===== config.mk =====
export PLATFORM = sky130hd
export DESIGN_NAME = com_recv
export DESIGN_NICKNAME = d
export VERILOG_FILES = /design/src/rtl/com_pkg.sv /design/src/rtl/com_ram.sv /design/src/rtl/com_recv.sv
export SDC_FILE = /design/constraint.sdc
export NUM_CORES = 2
export LEC_CHECK = 0
export CAP_MARGIN = 0
export CORE_MARGIN = 2
export CORE_UTILIZATION = 39
export CTS_BUF_LIST = sky130_fd_sc_hd__clkbuf_8
export DETAILED_ROUTE_END_ITERATION = 10
export HOLD_SLACK_MARGIN = 0.05
export SLEW_MARGIN = 20
export SYNTH_ARGS = -nofsm -noshare
export SYNTH_HDL_FRONTEND = slang
export SYNTH_SLANG_ARGS = --single-unit
export TNS_END_PERCENT = 1

===== constraint.sdc =====
create_clock -name clk -period 5 [get_ports clk]
set_input_delay 1 -clock clk [delete_from_list [all_inputs] [get_ports clk]]
set_output_delay 1 -clock clk [all_outputs]
set_load 0.005 [all_outputs]

===== src/rtl/com_pkg.sv =====
// Shared constants for the Ethernet command receive stage and its parser.
package com_pkg;

    // Buffer layout and packet format
    localparam logic [7:0]  RAM_ADDR_INIT = 8'h0A;
    localparam logic [7:0]  PKT_LEN       = 8'h12;
    localparam logic [15:0] STD_HEAD      = 16'h55AA;
    localparam int          DATA_LATENCY  = 2;

    // One-hot receive states
    localparam logic [4:0] ST_IDLE = 5'b00001;
    localparam logic [4:0] ST_LOAD = 5'b00010;
    localparam logic [4:0] ST_DROP = 5'b00100;
    localparam logic [4:0] ST_SEND = 5'b01000;
    localparam logic [4:0] ST_HOLD = 5'b10000;

    // Byte index increment that sticks at 8'hFF on oversized frames
    function automatic logic [7:0] sat_inc(input logic [7:0] v);
        return (v == 8'hFF) ? v : v + 8'd1;
    endfunction

endpackage


===== src/rtl/com_ram.sv =====
// 256x8 simple dual-port buffer: one write port, one registered read port.
// A read and a write to the same address on the same edge return the old byte.
module com_ram (
    input  logic       clk,
    input  logic       i_wr_en,
    input  logic [7:0] i_wr_addr,
    input  logic [7:0] i_wr_data,
    input  logic [7:0] i_rd_addr,
    output logic [7:0] o_rd_data
);

    logic [7:0] r_mem [0:255];
    logic [7:0] r_rd_data;

    // Write port and read-first registered read port
    // NOTE: the array and its read register have no reset; a reset would stop
    // the buffer from mapping onto a RAM block, and its contents are don't-care.
    // NOTE: non-blocking assignments make the read sample the pre-write byte.
    always_ff @(posedge clk) begin
        if (i_wr_en) begin
            r_mem[i_wr_addr] <= i_wr_data;
        end
        r_rd_data <= r_mem[i_rd_addr];
    end

    assign o_rd_data = r_rd_data;

endmodule


===== src/rtl/com_recv.sv =====
// Receive stage: loads one checked command packet into the local buffer and
// hands it to the parser over the fs_eth/fd_eth handshake.
module com_recv (
    input  logic        clk,
    input  logic        rst,
    input  logic        rx_valid,
    input  logic [7:0]  rx_data,
    input  logic        rx_last,
    input  logic        rx_err,
    output logic        fs_eth,
    input  logic        fd_eth,
    input  logic [7:0]  rxa,
    output logic [7:0]  rxd,
    output logic [15:0] pkt_cnt,
    output logic [15:0] drop_cnt
);

    import com_pkg::*;

    logic [4:0]  r_state;
    logic [4:0]  w_state_next;
    logic [7:0]  r_idx;
    logic        r_hok;
    logic        r_in_frame;
    logic        r_skip;
    logic        r_fs_eth;
    logic [15:0] r_pkt_cnt;
    logic [15:0] r_drop_cnt;
    logic [7:0]  r_rxd;

    logic        w_rx_end;
    logic        w_load;
    logic        w_take;
    logic        w_wr_en;
    logic [7:0]  w_wr_addr;
    logic        w_hok_now;
    logic        w_accept;
    logic        w_discard;
    logic        w_in_frame_next;
    logic        w_enter_load;
    logic        w_drop_inc;
    logic        w_pkt_inc;
    logic [7:0]  w_ram_q;

    assign w_rx_end        = rx_valid & rx_last;
    assign w_load          = (r_state == ST_LOAD);
    // A byte is taken into the packet only in LOAD while not skipping a stale frame
    assign w_take          = w_load & rx_valid & ~r_skip;
    assign w_wr_en         = w_take & (r_idx < PKT_LEN);
    assign w_wr_addr       = RAM_ADDR_INIT + r_idx;
    assign w_accept        = (r_idx == PKT_LEN - 8'd1) & w_hok_now & ~rx_err;
    // Frame ends that are not evaluated as a packet count as discards
    assign w_discard       = w_rx_end & (~w_load | r_skip);
    assign w_in_frame_next = rx_valid ? ~rx_last : r_in_frame;
    assign w_enter_load    = (w_state_next == ST_LOAD) & ~w_load;
    assign w_drop_inc      = (r_state == ST_DROP);
    assign w_pkt_inc       = (r_state == ST_HOLD) & ~fd_eth;

    // Header flag including the byte currently on rx_data
    always_comb begin
        // NOTE: default first so no path leaves the signal unassigned (no latch).
        w_hok_now = r_hok;
        if (r_idx == 8'd0) begin
            w_hok_now = (rx_data == STD_HEAD[15:8]);
        end else if ((r_idx == 8'd1) && (rx_data != STD_HEAD[7:0])) begin
            w_hok_now = 1'b0;
        end
    end

    // Next-state logic of the receive FSM
    always_comb begin
        w_state_next = r_state;
        case (r_state)
            ST_IDLE: w_state_next = ST_LOAD;
            ST_LOAD: if (w_take && rx_last) w_state_next = w_accept ? ST_SEND : ST_DROP;
            ST_DROP: w_state_next = ST_LOAD;
            ST_SEND: if (fd_eth) w_state_next = ST_HOLD;
            ST_HOLD: if (!fd_eth) w_state_next = ST_LOAD;
            default: w_state_next = ST_IDLE;
        endcase
    end

    // State register and registered packet-ready flag
    always_ff @(posedge clk or negedge rst) begin
        if (!rst) begin
            r_state  <= ST_IDLE;
            r_fs_eth <= 1'b0;
        end else begin
            r_state  <= w_state_next;
            r_fs_eth <= (w_state_next == ST_SEND);
        end
    end

    // Frame activity tracking; a frame already running when LOAD opens is skipped
    always_ff @(posedge clk or negedge rst) begin
        if (!rst) begin
            r_in_frame <= 1'b0;
            r_skip     <= 1'b0;
        end else begin
            r_in_frame <= w_in_frame_next;
            if (w_enter_load) begin
                r_skip <= w_in_frame_next;
            end else if (w_load && r_skip && w_rx_end) begin
                r_skip <= 1'b0;
            end
        end
    end

    // Byte index and header flag of the frame being loaded
    always_ff @(posedge clk or negedge rst) begin
        if (!rst) begin
            r_idx <= 8'd0;
            r_hok <= 1'b0;
        end else if (w_take) begin
            if (rx_last) begin
                r_idx <= 8'd0;
                r_hok <= 1'b0;
            end else begin
                r_idx <= sat_inc(r_idx);
                r_hok <= w_hok_now;
            end
        end
    end

    // Accepted and dropped frame counters; both wrap naturally
    always_ff @(posedge clk or negedge rst) begin
        if (!rst) begin
            r_pkt_cnt  <= 16'd0;
            r_drop_cnt <= 16'd0;
        end else begin
            if (w_pkt_inc) begin
                r_pkt_cnt <= r_pkt_cnt + 16'd1;
            end
            r_drop_cnt <= r_drop_cnt + {15'd0, w_drop_inc} + {15'd0, w_discard};
        end
    end

    // Second read pipeline stage: output register after the RAM
    always_ff @(posedge clk or negedge rst) begin
        if (!rst) begin
            r_rxd <= 8'h00;
        end else begin
            r_rxd <= w_ram_q;
        end
    end

    com_ram u_ram (
        .clk       (clk),
        .i_wr_en   (w_wr_en),
        .i_wr_addr (w_wr_addr),
        .i_wr_data (rx_data),
        .i_rd_addr (rxa),
        .o_rd_data (w_ram_q)
    );

    assign fs_eth   = r_fs_eth;
    assign rxd      = r_rxd;
    assign pkt_cnt  = r_pkt_cnt;
    assign drop_cnt = r_drop_cnt;

endmodule


-- Word level (Yosys, flattened, before mapping)
Memories as Yosys holds them, arrays and structs flattened. A register that Yosys moved wholly into a read port is not among the register bits.
Index checks and enable logic that the tools add are counted.
- bitwise operators: 15
- multiplexer cells: 15
- reductions and logical operators: 8
- add/sub/neg operators: 5
- $lt $le $gt $ge: 1
- equal/unequal tests: 13
- operators by type and width (operator ; count):
    $add 16x1->16 ; 2
    $pmux 5 s4 ; 1
    $add 16x1->16 const B ; 1
    $mux 8 ; 2
    $mux 5 ; 3
    $eq 5x2->1 const B ; 2
    $eq 5x4->1 const B ; 2
    $and 1x1->1 ; 9
    $add 4x8->8 const A ; 1
    $add 8x1->8 const B ; 1
    $eq 8x1->1 const B ; 1
    $eq 8x5->1 const B ; 1
    $eq 8x7->1 const B ; 1
    $eq 8x8->1 const B ; 1
    $logic_not 8->1 ; 1
    $lt 8x5->1 const B ; 1
    $mux 1 ; 8
    $ne 8x8->1 const B ; 1
    $eq 5x1->1 const B ; 1
    $eq 5x3->1 const B ; 1
    $eq 5x5->1 const B ; 1
    $not 1->1 ; 5
    $logic_and 1x1->1 ; 4
    $mux 4 ; 1
    5 further kinds ; 5
- word-level logic and storage cells: 67
- memory bits (writable): 2048
- memories: 1
- register bits after elaboration: 57
- memories (name ; depth ; bits a word ; read ports ; clocked after memory_dff ; wr ports ; line ; text):
    u_ram.r_mem ; 256 ; 8 ; 1 ; 1 ; 1 ; com_ram.sv:12 ; logic [7:0] r_mem [0:255];

-- Depth between registers and ports, before layout
- depth in word-level cells: 12
- gate-level depth with buffers: 12
- depth with buffers taken out: 8

-- Modules after synthesis
A second synthesis with hierarchy kept.
- cell total of the unflattened synthesis: 3991
- area total of the unflattened synthesis: 82410.3 µm²
- modules (own cells, without submodules) (module ; sequential area each (µm²) ; instances ; area an instance (µm²) ; cells an instance):
    com_ram ; 61659.1 ; 1 ; 79556.3 ; 3733
    com_recv ; 1427.6 ; 1 ; 2854.0 ; 258

-- Least setup slack after synthesis
OpenSTA, ideal clock, no wires.
- kind: input to register
- from: input port rxa[1]
- to: register u_ram.r_rd_data[1] (netlist: u_ram.o_rd_data[1]) (read register of u_ram.r_mem)
- library setup time: 115 ps
- stages: 8
- buffers on the path: 3
- arrival: 2976 ps
- slack: 1909 ps
- cells stage by stage: buf_2 -> buf_2 -> buf_1 -> mux4_2 -> mux4_2 -> a22oi_1 -> nand4_1 -> and3_1
- RTL lines (item ; line ; text):
    start, declared ; com_recv.sv:12 ; input logic [7:0] rxa,
    end, declared ; com_ram.sv:13 ; logic [7:0] r_rd_data;

-- Worst setup path in the final report
- from: register r_state[2]
- to: memory u_ram.r_mem[51][2] (enable)
- longest elaborated chain between the ends: 6
- ends and longest elaborated chain (item ; line ; text):
    start, declared ; com_recv.sv:20 ; logic [4:0] r_state;
    start signal, assigned ; com_recv.sv:89 ; r_state <= w_state_next;
    $eq 5x2->1 ; com_recv.sv:46 ; assign w_load = (r_state == ST_LOAD);
    $and 1x1->1 (2 in a row) ; com_recv.sv:48 ; assign w_take = w_load & rx_valid & ~r_skip;
    $and 1x1->1 ; com_recv.sv:49 ; assign w_wr_en = w_take & (r_idx < PKT_LEN);
    $mux 1 ; com_ram.sv:20 ; if (i_wr_en) begin
    $mux 1 (not written as such) ; com_ram.sv:21 ; r_mem[i_wr_addr] <= i_wr_data;
    end, declared ; com_ram.sv:12 ;
Every way passes these cells.

==> flow_metrics.env <==
export IMPL_outcome="complete, no violations"
export IMPL_yosysWarnings=0
export IMPL_power_frac_clock_pct=36.2
export IMPL_final_common_cell="edfxtp_1"
export IMPL_worstHoldPathType="input pin to async pin"
export IMPL_yosys_mux_area_fraction_pct=16.3
export IMPL_power_mw=37.6
export IMPL_wire_per_inst_microns=17.8
export IMPL_drc=0
export IMPL_fin_crit_ns=3.44
export IMPL_ant_nets=0
export IMPL_synthAdderAreaFrac_pct=0.133
export IMPL_hold_viol=0
export IMPL_tightest_slew_ns=1.12
export IMPL_dr_pass1_iters=5
export IMPL_antenna_found_initial=8
export IMPL_skew_ns=0.0833
export IMPL_arrival_ns=4.05
export IMPL_ys_ff_latch=2113
export IMPL_synth_main_ff_cell="edfxtp_1"
export IMPL_maxCapViolCount=0
export IMPL_syn_area_per_cell_sq_um=22.5
export IMPL_post_route_period_util_pct=68.8
export IMPL_cp_num_buf_inv=0
export IMPL_dieHeight_microns=460
export IMPL_synth_cells=3603
export IMPL_worstPathMaxFanout=10
export IMPL_clk_insertion_delay_late_ns=1.04
export IMPL_final_nets=5708
export IMPL_sw_frac_of_total_pct=22.7
export IMPL_ios=63
export IMPL_combPwrFrac_pct=7.4
export IMPL_crit_path_end_kind="flop"
export IMPL_internal_power_mw=29.1
export IMPL_dp_hpwl_microns=90600
export IMPL_cts_setup_buffers=0
export IMPL_grt_use_total_pct=14.8
export IMPL_synth_edf_count=2048
export IMPL_setup_viol_count_final=0
export IMPL_max_slew_margin_pct=25.5
export IMPL_drt_total_wl_microns=154000
export IMPL_async_flop_share_pct=2.70
export IMPL_synth_xor_area_share_pct=0.410
export IMPL_crit_path_start_kind="flop"
export IMPL_critPathRequiredTime_ns=5.61
export IMPL_cp_slowest_stage_delay_ns=0.90
export IMPL_cts_tree="built"
export IMPL_finalInstanceArea_sq_um=98100
export IMPL_fin_ws_ns=1.56
export IMPL_synth_compound_area_share_pct=2.34
export IMPL_synthSimpleGateAreaFrac_pct=1.77
export IMPL_dp_slack_ns=0.565
export IMPL_final_cell_mix="edfxtp_1 (2,048), conb_1 (1,728), mux4_2 (513)"
export IMPL_grt_max_degree=209
export IMPL_syn_to_final_growth_pct=20.9
export IMPL_p_leak_nw=36.4
export IMPL_fmax_mhz=291
export IMPL_start_util_pct=39.2
export IMPL_p_per_area_nw_per_um2=384
export IMPL_multi_input_area_sq_um=23500
export IMPL_ys_types=58
export IMPL_setup_tns_ns=0
export IMPL_utilization_pct=47.4
export IMPL_clock_path_buffers=4
export IMPL_postPlaceCellArea_sq_um=91800
export IMPL_peakVddDrop_mv=0.274
export IMPL_switchingPower_mw=8.53
export IMPL_path_class="flop to flop"
export IMPL_crit_slowest_cell="nor2_1"
export IMPL_vias=39300
export IMPL_drt_iter0_markers=2925
export IMPL_dp_cells=8020
export IMPL_grt_pass1_wl_microns=237000
export IMPL_yosysSeqAreaShare_pct=77.8
export IMPL_core_area_sq_um=207000
export IMPL_fp_dieW_microns=460
export IMPL_pwr_share_seq_pct=56.4
export IMPL_syn_area_sq_um=81100
export IMPL_synth_top_family_by_area="multiplexers"
export IMPL_fin_cells=8654
export IMPL_die_area_sq_um=212000
export IMPL_port_buffers=62
export IMPL_whs_ns=0.363
export IMPL_grt_overflow_total=0
export IMPL_gp_congestion=0.757
export IMPL_via_per_inst=4.54
export IMPL_crit_family="simple AND/OR/NAND/NOR gates"
export IMPL_worstPathCellList="or3b_2, nor4_2, and2_1, and3_1, nand2_1, nor2_1"
export IMPL_maxSlewViolCount=0
export IMPL_layout_drive_gt1_share_pct=18.0
export IMPL_cts_made_buffers=359
export IMPL_nFillCells=17800
export IMPL_ff_latch_area_sq_um=63100
export IMPL_grt_setup_unrepaired="false"
export IMPL_grt_pass1_vias=41000
export IMPL_cts_root_buf="clkbuf_8"
export IMPL_row_count=167
export IMPL_clk_pin_slew_ns=0.07
export IMPL_clock_sinks=2113
export IMPL_cts_htree_levels=5
[area by class of cell]
type | instances | area share (%)
Tap cell | 2704 | 3.45
Multi-Input combinational cell | 3019 | 23.9
Clock inverter | 251 | 1.11
Inverter | 9 | 0.0344
Timing Repair Buffer | 176 | 1.86
Sequential cell | 2113 | 64.3
Antenna cell | 7 | 0.0179
Clock buffer | 375 | 5.26
[sequential cells by signal, summed over array words and instances, names as in the netlist]
signal,flops
u_ram.r_mem,2048
drop_cnt,16
pkt_cnt,16
r_idx,8
rxd,8
u_ram.o_rd_data,8
r_state,5
fs_eth,1
r_hok,1
r_in_frame,1
r_skip,1
[power groups by stage]
stage	Sequential, mW	Combinational (mW)	Clock, mW
after floorplan	21.4	1.83	0
after global placement	21.5	2.75	0
after detailed placement	21.6	2.79	0
after CTS	21.2	2.80	14.2
after global routing	21.3	3.06	15.0
final	21.2	2.77	13.6
[repair_timing]
| item | 4_1_cts | 5_1_grt |
|---|---|---|
| resized for setup | 0 | 0 |
| endpoints found under the hold margin | 9 | 0 |
| hold buffers | 1 | 0 |
[cell families after synthesis]
group,after synthesis
AO/OA/AOI/OAI,273
AND/OR/NAND/NOR,296
flip-flops,2113
XOR/XNOR,38
multiplexers,676
adder cells (fa/ha/maj),8
buffers and inverters,198
other,1
[cells in the mapped netlist, types with 16 or more instances]
cell type  count  area (sq um)
buf_6         24           270
nand2_1       79           297
o221ai_1      40           350
edfxtp_1    2048         61500
clkbuf_1      79           297
xor2_1        16           140
nor2_1        88           330
a22oi_1       43           323
xnor2_1       22           193
mux2i_1      159          1590
dfrtp_1       56          1400
buf_2         45           225
nand3_1       32           160
buf_4         17           128
and3_1        17           106
mux4_2       513         11600
buf_1         23          86.3
o22ai_1       43           269
a211oi_1      26           195
nor2b_1       20           125
o21ai_0       29           145
a21oi_1       41           205
[metal layers]
| metal | GRT usage [%] | share of wire, % |
|---|---|---|
| met1 | 19.0 | 42 |
| met2 | 25.3 | 50 |
| met3 | 2.78 | 4.7 |
| met4 | 5.01 | 2.6 |
| met5 | 0 | 0 |
[path summary, 6_finish.rpt]
check                                          end  slack (ns)               start  cells past startpoint
worst max register to register  u_ram.r_mem[51][2]        1.56          r_state[2]                      6
worst min register to register              rxd[5]        0.37  u_ram.o_rd_data[5]                      0
min in group clk                            rxd[5]        0.37  u_ram.o_rd_data[5]                      0
max in group asynchronous                   rxd[4]        3.59                 rst                      3
worst max-delay path            u_ram.r_mem[51][2]        1.56          r_state[2]                      6
worst min-delay path                  drop_cnt[15]        0.36                 rst                      2
Note: power is estimated with default switching activity, not from simulation.
